===== config.mk =====
export PLATFORM = sky130hd
export DESIGN_NAME = wb_pipe_reg
export DESIGN_NICKNAME = d
export VERILOG_FILES = /design/src/rtl/wb_pipe_reg.sv
export SDC_FILE = /design/constraint.sdc
export NUM_CORES = 1
export LEC_CHECK = 0
export ABC_AREA = 1
export BUFFER_PORTS_ARGS = -buffer_cell sky130_fd_sc_hd__buf_2
export CAP_MARGIN = 20
export CORE_MARGIN = 5
export CORE_UTILIZATION = 41
export DETAILED_ROUTE_END_ITERATION = 6
export PLACE_DENSITY = 0.8
export SLEW_MARGIN = 20
export SYNTH_ARGS = -nofsm -noshare
export SYNTH_HDL_FRONTEND = slang
export SYNTH_SLANG_ARGS = --single-unit

===== constraint.sdc =====
create_clock -name clk -period 4.3 [get_ports clk]
set_clock_uncertainty 0.05 [all_clocks]
set_input_delay 0.86 -clock clk [delete_from_list [all_inputs] [get_ports clk]]
set_output_delay 0.86 -clock clk [all_outputs]
set_load 0.03 [all_outputs]

===== src/rtl/wb_pipe_reg.sv =====
// Write-back pipeline register with valid/ready handshake, flush and bubble counter.
// Define WB_PIPE_SKID_EN to add a one-entry skid buffer that cuts the out_ready -> in_ready path.
module wb_pipe_reg #(
  parameter int DATA_W = 8,
  parameter int ADDR_W = 8,
  parameter int CTRL_W = 2
) (
  input  logic              clk,
  input  logic              rst,
  input  logic              flush,
  input  logic              in_valid,
  output logic              in_ready,
  input  logic [DATA_W-1:0] in_mem_data,
  input  logic [DATA_W-1:0] in_aluout,
  input  logic [ADDR_W-1:0] in_rd_addr,
  input  logic [CTRL_W-1:0] in_ctrl,
  output logic              out_valid,
  input  logic              out_ready,
  output logic [DATA_W-1:0] out_mem_data,
  output logic [DATA_W-1:0] out_aluout,
  output logic [ADDR_W-1:0] out_rd_addr,
  output logic [CTRL_W-1:0] out_ctrl,
  output logic [15:0]       bubble_cnt
);

  // Handshake: a transfer happens on a rising edge where valid and ready are both 1.
  // valid never waits on ready; flush overrides every transfer on its edge.
  logic              out_valid_q;
  logic [DATA_W-1:0] mem_q;
  logic [DATA_W-1:0] alu_q;
  logic [ADDR_W-1:0] rd_q;
  logic [CTRL_W-1:0] ctrl_q;
  logic [15:0]       bubble_q;
  logic              load_out;
  logic              in_xfer;

  assign load_out = out_ready | ~out_valid_q;
  assign in_xfer  = in_valid & in_ready;

`ifdef WB_PIPE_SKID_EN
  logic              skid_valid_q;
  logic [DATA_W-1:0] skid_mem_q;
  logic [DATA_W-1:0] skid_alu_q;
  logic [ADDR_W-1:0] skid_rd_q;
  logic [CTRL_W-1:0] skid_ctrl_q;

  // Ready depends only on local state, so out_ready never reaches in_ready.
  assign in_ready = ~skid_valid_q & ~flush;

  always_ff @(posedge clk or posedge rst) begin
    if (rst) begin
      out_valid_q  <= 1'b0;
      mem_q        <= '0;
      alu_q        <= '0;
      rd_q         <= '0;
      ctrl_q       <= '0;
      skid_valid_q <= 1'b0;
      skid_mem_q   <= '0;
      skid_alu_q   <= '0;
      skid_rd_q    <= '0;
      skid_ctrl_q  <= '0;
    end else if (flush) begin
      out_valid_q  <= 1'b0;
      skid_valid_q <= 1'b0;
    end else if (load_out) begin
      if (skid_valid_q) begin
        // Oldest entry sits in the skid, so it goes out first.
        out_valid_q  <= 1'b1;
        mem_q        <= skid_mem_q;
        alu_q        <= skid_alu_q;
        rd_q         <= skid_rd_q;
        ctrl_q       <= skid_ctrl_q;
        skid_valid_q <= in_xfer;
        if (in_xfer) begin
          skid_mem_q  <= in_mem_data;
          skid_alu_q  <= in_aluout;
          skid_rd_q   <= in_rd_addr;
          skid_ctrl_q <= in_ctrl;
        end
      end else begin
        out_valid_q <= in_xfer;
        if (in_xfer) begin
          mem_q  <= in_mem_data;
          alu_q  <= in_aluout;
          rd_q   <= in_rd_addr;
          ctrl_q <= in_ctrl;
        end
      end
    end else if (in_xfer) begin
      skid_valid_q <= 1'b1;
      skid_mem_q   <= in_mem_data;
      skid_alu_q   <= in_aluout;
      skid_rd_q    <= in_rd_addr;
      skid_ctrl_q  <= in_ctrl;
    end
  end
`else
  assign in_ready = load_out & ~flush;

  always_ff @(posedge clk or posedge rst) begin
    if (rst) begin
      out_valid_q <= 1'b0;
      mem_q       <= '0;
      alu_q       <= '0;
      rd_q        <= '0;
      ctrl_q      <= '0;
    end else if (flush) begin
      out_valid_q <= 1'b0;
    end else if (load_out) begin
      out_valid_q <= in_xfer;
      if (in_xfer) begin
        mem_q  <= in_mem_data;
        alu_q  <= in_aluout;
        rd_q   <= in_rd_addr;
        ctrl_q <= in_ctrl;
      end
    end
  end
`endif

  always_ff @(posedge clk or posedge rst) begin
    if (rst) begin
      bubble_q <= '0;
    end else if (!out_valid_q && (bubble_q != 16'hFFFF)) begin
      bubble_q <= bubble_q + 16'd1;
    end
  end

  // A bubble must never carry RegWrite or MemtoReg downstream.
  assign out_valid    = out_valid_q;
  assign out_ctrl     = out_valid_q ? ctrl_q : '0;
  assign out_mem_data = mem_q;
  assign out_aluout   = alu_q;
  assign out_rd_addr  = rd_q;
  assign bubble_cnt   = bubble_q;

endmodule

==> results of run 1 <==
==> cell families (layout without fill, tap and decap cells) <==
kind of cell	Yosys count	count (layout)	synth area share [%]
AOI/OAI and AO/OA	10	10	3.18
xor gates and xnor gates	3	3	1.21
adders and majority gates	1	1	0.578
buffers and inverters	29	103	6.35
DFF	43	43	49.7
and+or+nand+nor	180	180	39.0
==> per-layer routing <==
| metal | GRT usage, % | routed length [um] | up-vias |
|---|---|---|---|
| li1 | - | - | 989 |
| met1 | 20.9 | 2260 | 900 |
| met2 | 26.5 | 2330 | 64 |
| met3 | 4.99 | 397 | 6 |
| met4 | 4.90 | 48 | 0 |
| met5 | 0 | 0 | - |
==> synthesized netlist by cell type <==
| master | count |
|---|---|
| nand2_1 | 106 |
| ha_1 | 1 |
| clkbuf_1 | 1 |
| o21ai_1 | 1 |
| nand3_1 | 32 |
| nand2_4 | 1 |
| nor3_1 | 2 |
| nand2_2 | 7 |
| nand3b_1 | 2 |
| buf_2 | 2 |
| xor2_1 | 1 |
| o21ai_0 | 4 |
| nand4_1 | 7 |
| dfrtp_1 | 43 |
| buf_4 | 1 |
| nand3_2 | 1 |
| inv_2 | 2 |
| nor2_1 | 13 |
| nor2_8 | 1 |
| buf_6 | 3 |
| xnor2_1 | 2 |
| inv_1 | 19 |
| buf_1 | 1 |
| nor2_4 | 4 |
| o21ai_2 | 5 |
| nor2_2 | 3 |
| nand2_8 | 1 |
==> metrics by stage <==
stage	power, mW	util [%]	worst slack, ns	cell area [sq um]	instances
2_1_floorplan	0.775	-	2.12	2170	266
3_3_place_gp	0.877	50.4	1.76	2570	403
3_5_place_dp	0.885	50.4	1.75	2570	403
4_1_cts	1.19	52.4	1.75	2680	410
5_1_grt	1.25	52.4	1.69	2680	410
6_report	1.18	52.4	1.75	2680	410
==> critical path, stage by stage <==
cell and delay [ns]:
buf_2 0.13, nor2_8 0.36, buf_2 0.28
==> power by group <==
group          internal [mW]  switching, mW  total, mW
registers              0.465         0.0583      0.523
logic                  0.104          0.247      0.351
clock network          0.170          0.133      0.302
==> final cells by class <==
cell class                 count  area, sq um  share of cell area [%]
clock inverter                 2         37.5                    1.40
timing repair buffer          75          378                    14.1
inverter                      21         78.8                    2.94
multi-input combinational    194          952                    35.5
clock buffer                   5         68.8                    2.57
sequential                    43         1080                    40.2
tap                           70         87.6                    3.27
==> registers in the layout, indices dropped and copies added, names as in the netlist <==
register and flops:
out_mem_data 8, out_rd_addr 8, out_aluout 8, out_valid 1, bubble_cnt 16, ctrl_q 2
==> path summary, 6_finish.rpt <==
kind                                       from              end  slack, ns  depth (start not counted)
worst max-delay path                      flush         in_ready       1.75                          3
worst min-delay path            out_mem_data[6]  out_mem_data[6]       0.42                          2
worst max register to register    bubble_cnt[0]    bubble_cnt[9]       2.39                          8
worst min register to register  out_mem_data[6]  out_mem_data[6]       0.42                          2
max in group asynchronous                   rst    bubble_cnt[4]       3.19                          3
min in group asynchronous                   rst  out_mem_data[6]       0.64                          3
==> run_results.csv, run 1 <==
group,metric,value,unit
global_routing,antenna_found_initial,0,
cts,cts_made_buffers,5,
yosys,syn_nets,298,
yosys,synth_seq_area_share,49.7,%
worst_hold_path,hold_path_class,"reg -> reg",
final_layout,drive_above_1_share,31.5,%
detailed_routing,routed_wl,5040,um
yosys,syn-instance-count,266,
setup_path,cp_max_fo,28,
detailed_routing,viasPerCell,4.78,
floorplan,die_h,82.7,um
floorplan,num_rows,26,
global_routing,grt_start_max_net_pins,44,
cts,clock_sinks,43,
timing,fin_crit_sh,59.3,%
detailed_routing,drt_iter0_drc,66,
yosys,synth_cell_types,27,
global_routing,overflow,0,
cts,cts_htree_levels,2,
global_routing,gr-usage-all-layers,16.3,%
yosys,synth_top_area_share,49.7,%
cts,clk_pin_slew,0.08,ns
timing,tns,0,ns
setup_path,arrival,1.64,ns
final_layout,area_growth,23.7,%
timing,relSlewSlack,55.7,%
timing,period_minus_slack,2.55,ns
final_layout,fillCellCount,500,
detailed_routing,vias,1959,
floorplan,start_util,42.4,%
timing,whs,0.423,ns
placed_design,gp_congestion,0.854,
floorplan,core-area,5110,sq um
cts,cts_buffer_depth,2,
yosys,synth_area,2170,sq um
detailed_routing,ant_nets,0,
placed_design,place_hpwl,3730,um
cts,cts_hold_buf,0,
detailed_routing,post_drt_wl_per_cell,12.3,um
floorplan,pin_count,75,
global_routing,grt_pass1_vias,1908,
final_layout,num-nets-final,372,
timing,finalHoldViolations,0,
cts,cts_resized,0,
cts,cts-root-buf,"clkbuf_8",
power_and_ir_drop,ir_drop,0.249,mV
yosys,synth_seq_cells,43,
cts,postCtsSetupBuffers,0,
setup_path,endpoint_kind,"output port",
floorplan,die_w,82.7,um
yosys,synth_largest_area_cell,"dfrtp_1",
timing,fmax,0.392,GHz
timing,worst_slew_pin_slew,0.663,ns
cts,cts_tree,"yes",
floorplan,die_area,6840,sq um
timing,rsz0062_at_grt,"no",
yosys,synth_warnings,0,
timing,slew_violations,0,
detailed_routing,drc,0,
power_and_ir_drop,power_leakage,1.45,nW
final_layout,final_cell_mix,"nand2_1, buf_2, dfrtp_1, nand3_1, inv_1",
final_layout,final_common_cell,"nand2_1",
yosys,synthTopCellsByArea,"dfrtp_1, nand2_1, nand3_1",
timing,finalSetupViolations,0,
global_routing,grt_pass1_wl,8530,um
placed_design,io_buffer_count,74,
flow_run,drv_cap,0,
cts,worstSkewPairLatency,0.29,ns
setup_path,criticalPathCategory,"in -> out",
setup_path,critPathLaunchType,"primary input",
power_and_ir_drop,power_density,439,nW/um^2
yosys,avgSynthCellArea,8.14,sq um
final_layout,diodes,0,
outcome,status,"finished clean",
setup_path,worstPathRequired,3.39,ns
detailed_routing,drtPass1Iterations,4,
Power figures use the tool's default switching activity.
==> run 2: changes to the inputs <==
--- a/config.mk
+++ b/config.mk
@@ -5,13 +5,13 @@
 export SDC_FILE = /design/constraint.sdc
 export NUM_CORES = 1
 export LEC_CHECK = 0
-export ABC_AREA = 1
+export ABC_AREA = 0
 export BUFFER_PORTS_ARGS = -buffer_cell sky130_fd_sc_hd__buf_2
 export CAP_MARGIN = 20
 export CORE_MARGIN = 5
 export CORE_UTILIZATION = 41
 export DETAILED_ROUTE_END_ITERATION = 6
-export PLACE_DENSITY = 0.8
+export PLACE_DENSITY = 0.84
 export SLEW_MARGIN = 20
 export SYNTH_ARGS = -nofsm -noshare
 export SYNTH_HDL_FRONTEND = slang
==> constraint.sdc (replaced) <==
create_clock -name clk -period 2.3 [get_ports clk]
set_clock_uncertainty 0.05 [all_clocks]
set_input_delay 0.46 -clock clk [delete_from_list [all_inputs] [get_ports clk]]
set_output_delay 0.46 -clock clk [all_outputs]
set_load 0.03 [all_outputs]
==> run_results.csv, run 2 <==
group,metric,value,unit
outcome,status,"finished clean",
cts,cts_buffer_depth,2,
setup_path,r2r-end,"bubble_cnt[8]",
global_routing,grt_pass1_vias,1500,
cts,clock_sinks,43,
global_routing,gr-usage-all-layers,14.4,%
cts,cts_made_buffers,5,
global_routing,overflow,0,
yosys,synth_seq_cells,43,
timing,setup_ws,0.436,ns
floorplan,core-area,4630,sq um
setup_path,crit_path_max_incr_delay,0.41,ns
cts,cts_resized,0,
flow_run,drv_cap,0,
placed_design,gp_congestion,0.781,
timing,relSlewSlack,49.3,%
setup_path,critPathLaunchType,"register",
setup_path,crit_slowest_cell,"dfrtp_1",
detailed_routing,drt_iter0_drc,70,
yosys,synth_area,1920,sq um
final_layout,drive_above_1_share,53.4,%
floorplan,die_h,78.4,um
timing,finalSetupViolations,0,
timing,fmax,0.537,GHz
yosys,synth_cell_types,33,
cts,cts-root-buf,"clkbuf_8",
cts,cts_hold_buf,0,
setup_path,r2r_start,"bubble_cnt[0]",
setup_path,worstSetupStartpoint,"bubble_cnt[0]",
power_and_ir_drop,power_leakage,1.26,nW
yosys,syn_nets,169,
yosys,synth_top_area_share,56.0,%
detailed_routing,viasPerCell,5.12,
detailed_routing,drtPass1Iterations,4,
setup_path,arrival,1.98,ns
yosys,ys_top_cells_by_count,"dfrtp_1, mux2_4, nor2_1, xor2_1",
yosys,avgSynthCellArea,14.0,sq um
floorplan,die_area,6150,sq um
yosys,ys.flop_type,"dfrtp_1",
yosys,syn-instance-count,137,
timing,period_minus_slack,1.86,ns
yosys,ys_async_sr_fraction,100,%
cts,worstSkewPairLatency,0.28,ns
cts,clk_pin_slew,0.08,ns
setup_path,endpoint,"bubble_cnt[8]",
global_routing,grt_pass1_wl,7040,um
detailed_routing,vias,1397,
detailed_routing,routed_wl,4080,um
worst_hold_path,hold_path_class,"in -> async",
floorplan,start_util,41.5,%
setup_path,worstPathRequired,2.42,ns
global_routing,antenna_found_initial,1,
setup_path,cp_max_fo,5,
timing,rsz0062_at_grt,"no",
power_and_ir_drop,power_density,931,nW/um^2
timing,slew_violations,0,
final_layout,final_cell_mix,"buf_2, dfrtp_1, mux2_4, nor2_1, xor2_1",
timing,tns,0,ns
placed_design,place_hpwl,3160,um
yosys,synth_seq_area_share,56.0,%
placed_design,place_ws,0.398,ns
setup_path,r2r_slack,0.44,ns
setup_path,crit_chain,"ha_1 > nor2b_1 > and3_1 > nand2_1 > mux2_1",
timing,finalHoldViolations,0,
yosys,yosysMostFrequentCell,"dfrtp_1",
final_layout,final_common_cell,"buf_2",
cts,cts_htree_levels,2,
floorplan,pin_count,75,
cts,cts_tree,"yes",
timing,fin_crit_sh,81.0,%
final_layout,diodes,0,
timing,worst_slew_pin_slew,0.756,ns
detailed_routing,drc,0,
final_layout,num-nets-final,251,
setup_path,endpoint_kind,"register",
placed_design,io_buffer_count,74,
global_routing,grt_start_max_net_pins,23,
cts,postCtsSetupBuffers,0,
yosys,synth_largest_area_cell,"dfrtp_1",
yosys,synth_warnings,0,
power_and_ir_drop,ir_drop,0.428,mV
setup_path,ff2ff_path_depth,5,
floorplan,num_rows,25,
floorplan,die_w,78.4,um
yosys,synth_edf_count,0,
yosys,synthTopCellsByArea,"dfrtp_1, mux2_4, mux2_2",
final_layout,area_growth,27.2,%
detailed_routing,ant_nets,0,
detailed_routing,post_drt_wl_per_cell,14.9,um
final_layout,largest_reg_flops,16,
setup_path,criticalPathCategory,"reg -> reg",
run 2: cell types whose count changed in the layout (fill, tap and decap cells not counted), moves of 5 or more:
cell	before	now
nand2_2	7	0
nand2_1	106	6
xor2_1	1	7
nand3_1	32	3
o21ai_2	5	0
mux2_4	0	20
mux2_2	0	6
nor2_1	13	7
inv_1	18	1
run 2: how the worst min path moves through the flow:
| stage | cells after the start | slack [ns] | to |
|---|---|---|---|
| after floorplan | 1 | 0.42 | ctrl_q[0] |
| after global placement | 1 | 0.43 | bubble_cnt[5] |
| after detailed placement | 1 | 0.44 | out_rd_addr[0] |
| after CTS | 2 | 0.16 | out_rd_addr[0] |
| after global routing | 2 | 0.20 | out_aluout[1] |
| final | 2 | 0.16 | out_rd_addr[0] |
run 2: through the flow:
stage	hold slack, ns	util (%)	power (mW)	instances	area [sq um]
2_1_floorplan	0.423	-	1.59	137	1920
3_3_place_gp	0.431	50.9	1.80	266	2350
3_5_place_dp	0.440	50.9	1.83	266	2350
4_1_cts	0.163	52.8	2.31	273	2440
5_1_grt	0.203	52.8	2.41	273	2440
6_report	0.160	52.8	2.27	273	2440
run 2: layer usage:
layer	share of wire (%)	global-route usage, %
met3	6.5	4.24
met2	48	23.9
met4	1.3	4.72
met5	0.27	0
met1	44	18.0
run 2: logic make-up (layout without fill, tap and decap cells):
kind of cell | Yosys count | count (layout) | share of synthesized area, %
DFF | 43 | 43 | 56.0
and+or+nand+nor | 42 | 42 | 13.9
muxes | 28 | 28 | 20.3
xor gates and xnor gates | 10 | 10 | 4.56
AOI/OAI and AO/OA | 8 | 8 | 2.41
buffers and inverters | 5 | 87 | 2.15
adders and majority gates | 1 | 1 | 0.651
run 2: final cells by class:
class | count | area (sq um)
Inverter | 2 | 7.51
Multi-Input combinational cell | 89 | 803
Clock inverter | 1 | 5.00
Timing Repair Buffer | 78 | 400
Tap cell | 54 | 67.6
Clock buffer | 6 | 82.6
Fill cell | 406 | 2190
Sequential cell | 43 | 1080
run 2: worst max-delay path, delay by kind of cell (launching register included):
family / cells / cell delay (ns)
adder cells (fa/ha/maj): 1 / 0.24
flip-flops: 1 / 0.41
AND/OR/NAND/NOR: 3 / 0.74
multiplexers: 1 / 0.32
run 2: power by group:
group / internal (mW) / leakage, nW / switching [mW]
clock: 0.236 / 0.0470 / 0.233
combinational: 0.295 / 0.687 / 0.477
sequential: 0.903 / 0.527 / 0.132
